$ cat config.mk
export PLATFORM = sky130hd
export DESIGN_NAME = ir_nec_decoder_flat
export DESIGN_NICKNAME = d
export VERILOG_FILES = /design/src/rtl/ir_nec_decoder_pkg.sv /design/src/rtl/ir_nec_decoder_if.sv /design/src/rtl/ir_sync_edge.sv /design/src/rtl/ir_nec_decoder.sv /design/src/flat_wrapper.sv
export SDC_FILE = /design/constraint.sdc
export NUM_CORES = 1
export LEC_CHECK = 0
export CORE_ASPECT_RATIO = 0.75
export CORE_MARGIN = 2
export CORE_UTILIZATION = 42
export DETAILED_ROUTE_END_ITERATION = 10
export GPL_TIMING_DRIVEN = 0
export MAX_ROUTING_LAYER = met4
export PLACE_DENSITY_LB_ADDON = 0.1
export SLEW_MARGIN = 20
export SYNTH_ARGS = -nofsm -noshare
export SYNTH_HDL_FRONTEND = slang
export SYNTH_SLANG_ARGS = --single-unit
$ cat constraint.sdc
create_clock -name clock -period 2.6 [get_ports clock]
set_input_delay 0.39 -clock clock [delete_from_list [all_inputs] [get_ports clock]]
set_output_delay 0.39 -clock clock [all_outputs]
set_load 0.05 [all_outputs]
$ cat src/rtl/ir_nec_decoder_pkg.sv
// Shared constants, FSM encoding and pulse-width window helper for the NEC IR decoder.
package ir_nec_decoder_pkg;

  localparam int unsigned N_LEAD_MARK  = 16;
  localparam int unsigned N_LEAD_SPACE = 8;
  localparam int unsigned N_RPT_SPACE  = 4;
  localparam int unsigned N_ONE_SPACE  = 3;
  localparam int unsigned N_UNIT       = 1;
  localparam int unsigned TO_UNITS_DEF = 20;

  localparam int WIDTH_W = 20;
  localparam int STATE_W = 3;

  typedef enum logic [STATE_W-1:0] {
    ST_IDLE       = 3'd0,
    ST_LEAD_MARK  = 3'd1,
    ST_LEAD_SPACE = 3'd2,
    ST_BIT_MARK   = 3'd3,
    ST_BIT_SPACE  = 3'd4,
    ST_STOP_MARK  = 3'd5,
    ST_RPT_STOP   = 3'd6,
    ST_CHECK      = 3'd7
  } state_t;

  // True when w is within n units +/- (n units / tol_div), bounds inclusive.
  // Written as w + tol >= target so the lower bound never underflows.
  function automatic logic in_window(input logic [WIDTH_W-1:0] w,
                                     input int unsigned n,
                                     input int unsigned unit_cyc,
                                     input int unsigned tol_div);
    int unsigned target;
    int unsigned tol;
    int unsigned wl;
    target = n * unit_cyc;
    tol    = target / tol_div;
    wl     = 32'(w);
    return (wl + tol >= target) && (wl <= target + tol);
  endfunction

endpackage

$ cat src/rtl/ir_nec_decoder_if.sv
// Signal bundle between the NEC decoder (master) and its consumer (slave).
interface ir_nec_decoder_if;
  import ir_nec_decoder_pkg::*;

  // No backpressure: code_valid / code_rpt / code_err are single-cycle strobes
  // that the consumer must sample in the cycle they are high; ir_code holds.
  logic        ir_rx;
  logic [15:0] ir_code;
  logic        code_valid;
  logic        code_rpt;
  logic        code_err;
  logic        busy;
  state_t      state;

  modport master (
    input  ir_rx,
    output ir_code, code_valid, code_rpt, code_err, busy, state
  );

  modport slave (
    output ir_rx,
    input  ir_code, code_valid, code_rpt, code_err, busy, state
  );

endinterface

$ cat src/rtl/ir_sync_edge.sv
// 2-FF synchronizer with rise/fall strobes on the synchronized level.
module ir_sync_edge #(
  parameter logic IDLE_LVL = 1'b1
) (
  input  logic clk,
  input  logic rst,
  input  logic din,
  output logic rise,
  output logic fall
);

  logic       s1;
  logic       s2;
  logic       s3;
  logic [1:0] fill;
  logic       primed;

  // Edges are suppressed until all three stages hold post-reset samples,
  // so a line already low at reset release never looks like a falling edge.
  always_ff @(posedge clk) begin
    if (rst) begin
      s1   <= IDLE_LVL;
      s2   <= IDLE_LVL;
      s3   <= IDLE_LVL;
      fill <= 2'd0;
    end else begin
      s1 <= din;
      s2 <= s1;
      s3 <= s2;
      if (fill != 2'd3) fill <= fill + 2'd1;
    end
  end

  assign primed = (fill == 2'd3);
  assign rise   = primed &  s2 & ~s3;
  assign fall   = primed & ~s2 &  s3;

endmodule

$ cat src/rtl/ir_nec_decoder.sv
// NEC IR frame decoder: measures mark/space widths between edges and walks the frame FSM.
module ir_nec_decoder
  import ir_nec_decoder_pkg::*;
#(
  parameter int unsigned UNIT_CYC = 28125,
  parameter int unsigned TOL_DIV  = 4,
  parameter int unsigned TO_UNITS = TO_UNITS_DEF
) (
  input  logic             clock,
  input  logic             reset,
  ir_nec_decoder_if.master bus
);

  localparam logic [WIDTH_W-1:0] WIDTH_MAX = '1;
  localparam logic [WIDTH_W-1:0] TO_LIM    = WIDTH_W'(TO_UNITS * UNIT_CYC);

  logic               rise;
  logic               fall;
  state_t             state;
  logic [WIDTH_W-1:0] width;
  logic [31:0]        sr;
  logic [4:0]         bit_cnt;
  logic [15:0]        ir_code;
  logic               code_valid;
  logic               code_rpt;
  logic               code_err;
  logic               timeout;
  logic               m16, m8, m4, m3, m1;

  ir_sync_edge #(.IDLE_LVL(1'b1)) u_sync (
    .clk  (clock),
    .rst  (reset),
    .din  (bus.ir_rx),
    .rise (rise),
    .fall (fall)
  );

  assign m16     = in_window(width, N_LEAD_MARK,  UNIT_CYC, TOL_DIV);
  assign m8      = in_window(width, N_LEAD_SPACE, UNIT_CYC, TOL_DIV);
  assign m4      = in_window(width, N_RPT_SPACE,  UNIT_CYC, TOL_DIV);
  assign m3      = in_window(width, N_ONE_SPACE,  UNIT_CYC, TOL_DIV);
  assign m1      = in_window(width, N_UNIT,       UNIT_CYC, TOL_DIV);
  assign timeout = (state != ST_IDLE) && (width > TO_LIM);

  // width reloads to 1 on an edge so at the next edge it equals the phase length.
  always_ff @(posedge clock) begin
    if (reset) begin
      state      <= ST_IDLE;
      width      <= '0;
      sr         <= '0;
      bit_cnt    <= '0;
      ir_code    <= '0;
      code_valid <= 1'b0;
      code_rpt   <= 1'b0;
      code_err   <= 1'b0;
    end else begin
      code_valid <= 1'b0;
      code_rpt   <= 1'b0;
      code_err   <= 1'b0;

      if (rise || fall)          width <= WIDTH_W'(1);
      else if (width != WIDTH_MAX) width <= width + 1'b1;

      if (timeout) begin
        state    <= ST_IDLE;
        code_err <= 1'b1;
      end else begin
        case (state)
          ST_IDLE: if (fall) state <= ST_LEAD_MARK;

          ST_LEAD_MARK: if (rise) begin
            if (m16) state <= ST_LEAD_SPACE;
            else begin state <= ST_IDLE; code_err <= 1'b1; end
          end

          ST_LEAD_SPACE: if (fall) begin
            if (m8) begin
              state   <= ST_BIT_MARK;
              bit_cnt <= '0;
            end else if (m4) begin
              state <= ST_RPT_STOP;
            end else begin
              state    <= ST_IDLE;
              code_err <= 1'b1;
            end
          end

          ST_BIT_MARK: if (rise) begin
            if (m1) state <= ST_BIT_SPACE;
            else begin state <= ST_IDLE; code_err <= 1'b1; end
          end

          // LSB first: each new bit enters at the top and shifts down.
          ST_BIT_SPACE: if (fall) begin
            if (m1 || m3) begin
              sr      <= {m3, sr[31:1]};
              bit_cnt <= bit_cnt + 5'd1;
              state   <= (bit_cnt == 5'd31) ? ST_STOP_MARK : ST_BIT_MARK;
            end else begin
              state    <= ST_IDLE;
              code_err <= 1'b1;
            end
          end

          ST_STOP_MARK: if (rise) begin
            if (m1) state <= ST_CHECK;
            else begin state <= ST_IDLE; code_err <= 1'b1; end
          end

          ST_RPT_STOP: if (rise) begin
            state <= ST_IDLE;
            if (m1) code_rpt <= 1'b1;
            else    code_err <= 1'b1;
          end

          ST_CHECK: begin
            state <= ST_IDLE;
            if ((sr[15:8] == ~sr[7:0]) && (sr[31:24] == ~sr[23:16])) begin
              ir_code    <= {sr[7:0], sr[23:16]};
              code_valid <= 1'b1;
            end else begin
              code_err <= 1'b1;
            end
          end

          default: state <= ST_IDLE;
        endcase
      end
    end
  end

  assign bus.ir_code    = ir_code;
  assign bus.code_valid = code_valid;
  assign bus.code_rpt   = code_rpt;
  assign bus.code_err   = code_err;
  assign bus.busy       = (state != ST_IDLE);
  assign bus.state      = state;

endmodule
$ cat src/flat_wrapper.sv
// flat-port wrapper written by rule: the top's interface ports become plain ports
module ir_nec_decoder_flat import ir_nec_decoder_pkg::*;
#(
  parameter int unsigned UNIT_CYC = 28125,
  parameter int unsigned TOL_DIV  = 4,
  parameter int unsigned TO_UNITS = TO_UNITS_DEF
)
  (clock, reset, bus_ir_rx, bus_ir_code, bus_code_valid, bus_code_rpt, bus_code_err, bus_busy, bus_state);
  ir_nec_decoder_if bus_i ();
  input  logic clock;
  input  logic reset;
  input wire logic [$bits(bus_i.ir_rx)-1:0] bus_ir_rx;
  output wire logic [$bits(bus_i.ir_code)-1:0] bus_ir_code;
  output wire logic [$bits(bus_i.code_valid)-1:0] bus_code_valid;
  output wire logic [$bits(bus_i.code_rpt)-1:0] bus_code_rpt;
  output wire logic [$bits(bus_i.code_err)-1:0] bus_code_err;
  output wire logic [$bits(bus_i.busy)-1:0] bus_busy;
  output wire logic [$bits(bus_i.state)-1:0] bus_state;
  assign bus_i.ir_rx = bus_ir_rx;
  assign bus_ir_code = bus_i.ir_code;
  assign bus_code_valid = bus_i.code_valid;
  assign bus_code_rpt = bus_i.code_rpt;
  assign bus_code_err = bus_i.code_err;
  assign bus_busy = bus_i.busy;
  assign bus_state = bus_i.state;
  ir_nec_decoder #(.UNIT_CYC(UNIT_CYC), .TOL_DIV(TOL_DIV), .TO_UNITS(TO_UNITS)) u_core (.clock(clock), .reset(reset), .bus(bus_i));
endmodule
# After elaboration in Yosys (flattened, before gate mapping)
# Index checks and enable logic that the tools add are counted.
# op_classes
order_cmp	11
n_eq_ne	22
reduce_logical	22
add_sub_neg	8
bitwise	12
mux	36
# op_table
operator	count
$ge 32x17->1 const B	2
$add 20x15->21 const B	2
$mux 3	13
$ge 32x15->1 const B	1
$ge 32x18->1 const B	1
$ge 32x19->1 const B	1
$pmux 3 s8	1
$add 20x13->21 const B	1
$add 20x16->21 const B	1
$add 20x17->21 const B	1
$add 20x1->20 const B	1
$gt 20x20->1 const B	1
$le 20x16->1 const B	1
$le 20x17->1 const B	1
$le 20x18->1 const B	1
$le 20x19->1 const B	1
$le 20x20->1 const B	1
$mux 5	4
$ne 20x20->1 const B	1
$ne 2x1->1 const B	9
$eq 8x8->1	2
$not 8->8	2
$mux 1	15
$eq 3x3->1 const B	4
other kinds (24)	43
# totals
reg_bits	84
in_bits	3
out_inout_bits	23
elab_cells	124

# Logic depth before layout (Yosys ltp)
# logic_depth
ltp_word	8
mapped_depth	13

# By module
# Synthesis repeated with hierarchy kept, for this count alone.
# hier_totals
hier_cells	736
hier_area_um2	5799.3
# by_module_without_submodules
module	area_per_inst_um2	cells_per_inst	instances
ir_nec_decoder	5624.1	720	1
ir_sync_edge	175.2	16	1

# Least setup slack after synthesis
# OpenSTA, ideal clock, no wires.
# synth_path
path_type	register to register
startpoint	reg u_core.width[1]
endpoint	reg u_core.sr[10]
path_stages_with_launch	14
arrival_ns	2.808
path_buffers	2
slack_ns	-0.280
t_required_ns	2.528
path_cell_list	dfxtp_1 buf_4 inv_1 ha_1 nand2b_1 a311o_1 o311ai_0 nand3_1 a22oi_1 a221o_1 and2_4 o21ai_4 buf_12 mux2i_1
# synth_via
elab_chain_len	5
# synth_rtl
item	line_no	text
start, declared	ir_nec_decoder.sv:20	logic [WIDTH_W-1:0] width;
start signal, assigned	ir_nec_decoder.sv:62	else if (width != WIDTH_MAX) width <= width + 1'b1;
$add 20x13->21 or $add 20x15->21 (tied branches)	ir_nec_decoder_pkg.sv:37	return (wl + tol >= target) && (wl <= target + tol);
$ge 32x15->1 or $ge 32x17->1 (tied branches)	ir_nec_decoder_pkg.sv:37	
$logic_and 1x1->1	ir_nec_decoder_pkg.sv:37	
$logic_or 1x1->1	ir_nec_decoder.sv:95	if (m1 || m3) begin
$reduce_and 4->1 (no source line) (*)	--	
end signal, assigned	ir_nec_decoder.sv:96	sr <= {m3, sr[31:1]};
end, declared	ir_nec_decoder.sv:21	logic [31:0] sr;
# Mark *: on every way between the ends. The rest lies on a longest branch, timed or not.
# A chain may end at the register's enable or synchronous reset.

# Worst setup path after layout
# layout_path
startpoint	reg u_core.width[0]
endpoint	reg u_core.bit_cnt[4]
# layout_via
elab_chain_len	6
# layout_rtl
item	line_no	text
$add 20x13->21 or $add 20x15->21 (tied branches)	ir_nec_decoder_pkg.sv:37	
$ge 32x15->1 or $ge 32x17->1 (tied branches)	ir_nec_decoder_pkg.sv:37	
$logic_and 1x1->1	ir_nec_decoder_pkg.sv:37	
$logic_or 1x1->1	ir_nec_decoder.sv:95	
$ne 2x1->1 (no source line)	--	
$reduce_and 6->1 (no source line) (*)	--	
end signal, assigned	ir_nec_decoder.sv:97	bit_cnt <= bit_cnt + 5'd1;
end, declared	ir_nec_decoder.sv:22	logic [4:0] bit_cnt;
# Marks and branches as above.

==> impl_results.md <==
- Post-route setup TNS: -13.93 ns
- Cell depth of the worst flop-to-flop path: 14
- Worst-case clock buffer depth: 2
- Initial antenna violation count: 0
- Overall power after layout: 0.00286 W
- Outcome: finished with violations
- Critical path's largest stage delay: 0.37 ns
- Die height: 108 microns
- Via count of the first global-routing pass: 5862
- PnR worst setup slack: -0.404 ns
- Critical Path End Type: flop
- Reg2Reg Launch Point: u_core.width[0]
- Cell Rows: 37
- Critical-path cell with the highest stage delay: sky130_fd_sc_hd__dfxtp_4
- Final Max Slew Viols: 0
- Data arrival at the endpoint of the critical path: 3.23 ns
- Count of filler cells inserted in the layout: 1268
- Wire length of the first global-routing pass: 33.5 mm
- Share of synthesized flip-flops with an asynchronous set or reset: 0%
- Final WL: 21.5 mm
- Worst R2R End: u_core.bit_cnt[4]
- Area of the core: 0.0139 sq mm
- Commonest non-fill, non-tap cell in the layout: sky130_fd_sc_hd__nand2_1
- Hold path cells: 1
- Failing checks: setup timing
- Startpoint type of the worst setup path: flop
- Library cell with the largest summed area after synthesis: sky130_fd_sc_hd__dfxtp_1
- Fraction of the mapped netlist area in simple logic gates: 27.1%
- Count of port buffers added during placement: 24
- TritonCTS clock tree: done
- Number of buffers added to fix hold violations after cts: 0
- Post-synthesis compound-gate area fraction: 21.7%
- Area share of the largest cell type after synthesis: 27.9%
- Clock latency of the later-clocked register in the worst-skew pair: 0.34 ns
- Top cells by area, synth: sky130_fd_sc_hd__dfxtp_1 (28%), sky130_fd_sc_hd__mux2i_1 (8.6%), sky130_fd_sc_hd__nand2_1 (5.8%), sky130_fd_sc_hd__xnor2_1 (4.9%), sky130_fd_sc_hd__nor2_1 (4.5%)
- Worst setup path endpoint: u_core.bit_cnt[4]
- Detail-routed via count per cell: 6.14
- Largest family of logic cells by synthesized area: simple AND/OR/NAND/NOR gates
- Yosys warnings: 0
- Highest-count cells in the layout ignoring fill and taps: sky130_fd_sc_hd__nand2_1 (89), sky130_fd_sc_hd__dfxtp_1 (75), sky130_fd_sc_hd__nor2_1 (70)
- Clock transition time at the flip-flop clock pins of the worst setup and hold paths: 0.07 ns
- Sequential-to-total area share from yosys stat: 27.9%
- Max-cap violations: 0
- DIE AREA: 0.0153 sq mm
- Count of mapped cells out of synthesis: 763
- Setup slack on the worst flop-to-flop path: -0.40 ns
- Slew @ Worst Pin: 1.00 ns
- Share of post-route cells with drive strength above 1: 24.8%
- Critical path class: flop to flop
- Final count of negative-setup-slack endpoints: 42
- Effective utilization at floorplan: 43.4%
- Power per unit of standard cell area: 361 mW/mm^2
- Lkg Pwr: 2.98 nW
- Relative slew slack: 32.6%
- Required @ worst endpoint: 2.82 ns
- Post-route fraction of the period consumed by the critical path: 116%
- Overall overflow remaining after global route: 0
- Number of violations reported at the end of detailed-routing iteration 0: 609
- Clock buffers created by TritonCTS: 9
- Final clock skew: 0.00841 ns
- Post-route minimum period: 3.00 ns
- Cell Area, Synth: 0.00603 sq mm
- Xor/xnor share of the synthesized area: 6.39%
- Routed Antenna Nets: 0
- Area growth from synthesis to final layout: 31.2%
- Number of nets in the final layout: 852
- Clock tree sinks: 84
- Kind of path behind the tightest hold check: flop to flop
- Num ports: 26
- Critical path startpoint: u_core.width[0]
- Maximum fanout count along the critical path: 7
- Final Hold Viols: 0
- Pre-CTS WS: -0.718 ns
- Synthesized netlist net count: 774
- CP Buf/Inv Count: 5
- Length of the first detailed-routing pass in iterations: 5
- Number of inserted diodes: 0
- Critical path cell sequence: buf_12, buf_4, a21oi_4, buf_4, o21a_1, nand3_1, a32o_2, a311oi_2, o31a_1, buf_4, o21bai_4, buf_4, a21oi_2, o2bb2ai_1
- H-tree depth reported by CTS: 3
- Master cell of the clock root buffer: sky130_fd_sc_hd__clkbuf_16
- Count of distinct cell types in the synthesized netlist: 86
- Routed via count: 6273
- FMAX: 0.333 GHz
- Multiplexer share of the synthesized area: 8.81%
- Number of synthesized register bits: 84
- CP Depth: 14
- Crit-path most repeated cell: sky130_fd_sc_hd__buf_4
- Fin util: 57.0%
- Die outline width: 142 microns
- Detailed Place HPWL: 15.5 mm
- Worst ir drop on vdd: 397 uV
- Routability cong.: 0.964
- Maximum number of pins on one net before global-route repair: 19
- GRT Overall Usage: 28.9%
- Primary FF master, synth: sky130_fd_sc_hd__dfxtp_1
- Mapped Avg Cell Area: 7.91 sq um
- Share of synthesized cell area in full adder, half adder and majority cells: 1.66%
- Wirelength per Cell: 21.1 microns
- DR DRC count: 0
- RSZ-0062 raised after global routing: true
- Dominant delay contributor by cell family on the critical path: compound AO/OA/AOI/OAI gates
- Number of synthesized flops with an enable pin: 0
-- state kept, by name, indices dropped and copies added, names as in the netlist --
register / cells
u_core.u_sync.s2: 1
u_core.bus.code_err: 1
u_core.bus.state: 3
u_core.bit_cnt: 5
u_core.width: 20
u_core.bus.ir_code: 16
u_core.bus.code_rpt: 1
u_core.bus.code_valid: 1
u_core.u_sync.s3: 1
u_core.sr: 32
u_core.u_sync.s1: 1
u_core.u_sync.fill: 2
-- synth_stat cells, drive strengths merged, types with 5 or more instances --
cell type,n
or4,6
and3,11
o211ai,8
xnor2,34
mux2i,52
nor2,73
nand2b,13
a31oi,7
a311oi,5
nor4,13
or2,6
o21ai,27
ha,8
buf,32
a31o,5
xor2,10
o21a,8
nor3,20
nand2,93
dfxtp,84
or3,12
a21oi,47
nor2b,9
nand4,18
clkinv,5
a211oi,9
clkbuf,27
a21boi,6
inv,9
o221ai,5
nand3,23
-- power by group --
group / total (W) / switching (W) / internal [W]
sequential: 0.00131 / 0.0000121 / 0.00130
combinational: 0.000251 / 0.000145 / 0.000106
clock: 0.00130 / 0.000614 / 0.000683
-- logic make-up after synthesis --
| family | count (synthesis) |
|---|---|
| adders and majority gates | 8 |
| and+or+nand+nor | 322 |
| DFF | 84 |
| buffers and inverters | 73 |
| xor gates and xnor gates | 44 |
| muxes | 53 |
| AOI/OAI and AO/OA | 179 |
-- worst reg2reg max path: stages (launching register included) --
cell                        delay, ns
sky130_fd_sc_hd__dfxtp_4         0.37
sky130_fd_sc_hd__buf_12          0.15
sky130_fd_sc_hd__buf_4           0.14
sky130_fd_sc_hd__a21oi_4         0.19
sky130_fd_sc_hd__buf_4           0.15
sky130_fd_sc_hd__o21a_1          0.19
sky130_fd_sc_hd__nand3_1         0.11
sky130_fd_sc_hd__a32o_2          0.29
sky130_fd_sc_hd__a311oi_2        0.30
sky130_fd_sc_hd__o31a_1          0.27
sky130_fd_sc_hd__buf_4           0.16
sky130_fd_sc_hd__o21bai_4        0.12
sky130_fd_sc_hd__buf_4           0.17
sky130_fd_sc_hd__a21oi_2         0.20
sky130_fd_sc_hd__o2bb2ai_1       0.08
-- cell type report --
class	instances	area [sq um]	area share [%]
Sequential cell	84	1710	21.5
Timing Repair Buffer	71	679	8.58
Tap cell	175	219	2.77
Multi-Input combinational cell	606	4540	57.4
Buffer	55	390	4.93
Clock buffer	9	225	2.84
Inverter	14	73.8	0.933
Clock inverter	7	81.3	1.03
-- stage by stage --
stage	hold WS (ns)	area, sq um	cells
3_5_place_dp	0.396	6600	962
5_1_grt	0.448	7920	1021
3_3_place_gp	0.391	6600	962
4_1_cts	0.414	7260	995
2_1_floorplan	0.389	6140	763
6_report	0.413	7920	1021
-- worst min-delay path by stage --
stage / from / to / slack [ns]
after global placement: u_core.u_sync.s1 / u_core.u_sync.s2 / 0.39
after CTS: u_core.u_sync.s1 / u_core.u_sync.s2 / 0.41
after detailed placement: u_core.u_sync.s1 / u_core.u_sync.s2 / 0.40
after floorplan: u_core.u_sync.s1 / u_core.u_sync.s2 / 0.39
after global routing: u_core.u_sync.s1 / u_core.u_sync.s2 / 0.45
final: u_core.u_sync.s1 / u_core.u_sync.s2 / 0.41
-- routing by layer --
metal	track usage (%)	part of all wire [%]
met2	39.9	41
met1	43.6	50
met5	-	0
met3	5.52	6.7
met4	5.52	1.7
-- timing repair --
action	in CTS	in global routing
buffers inserted	19	25
setup endpoints to repair	74	70
resized for setup	55	119
gates cloned	1	3
pin swaps	19	51
No activity file was read; power rests on OpenSTA's default activity.
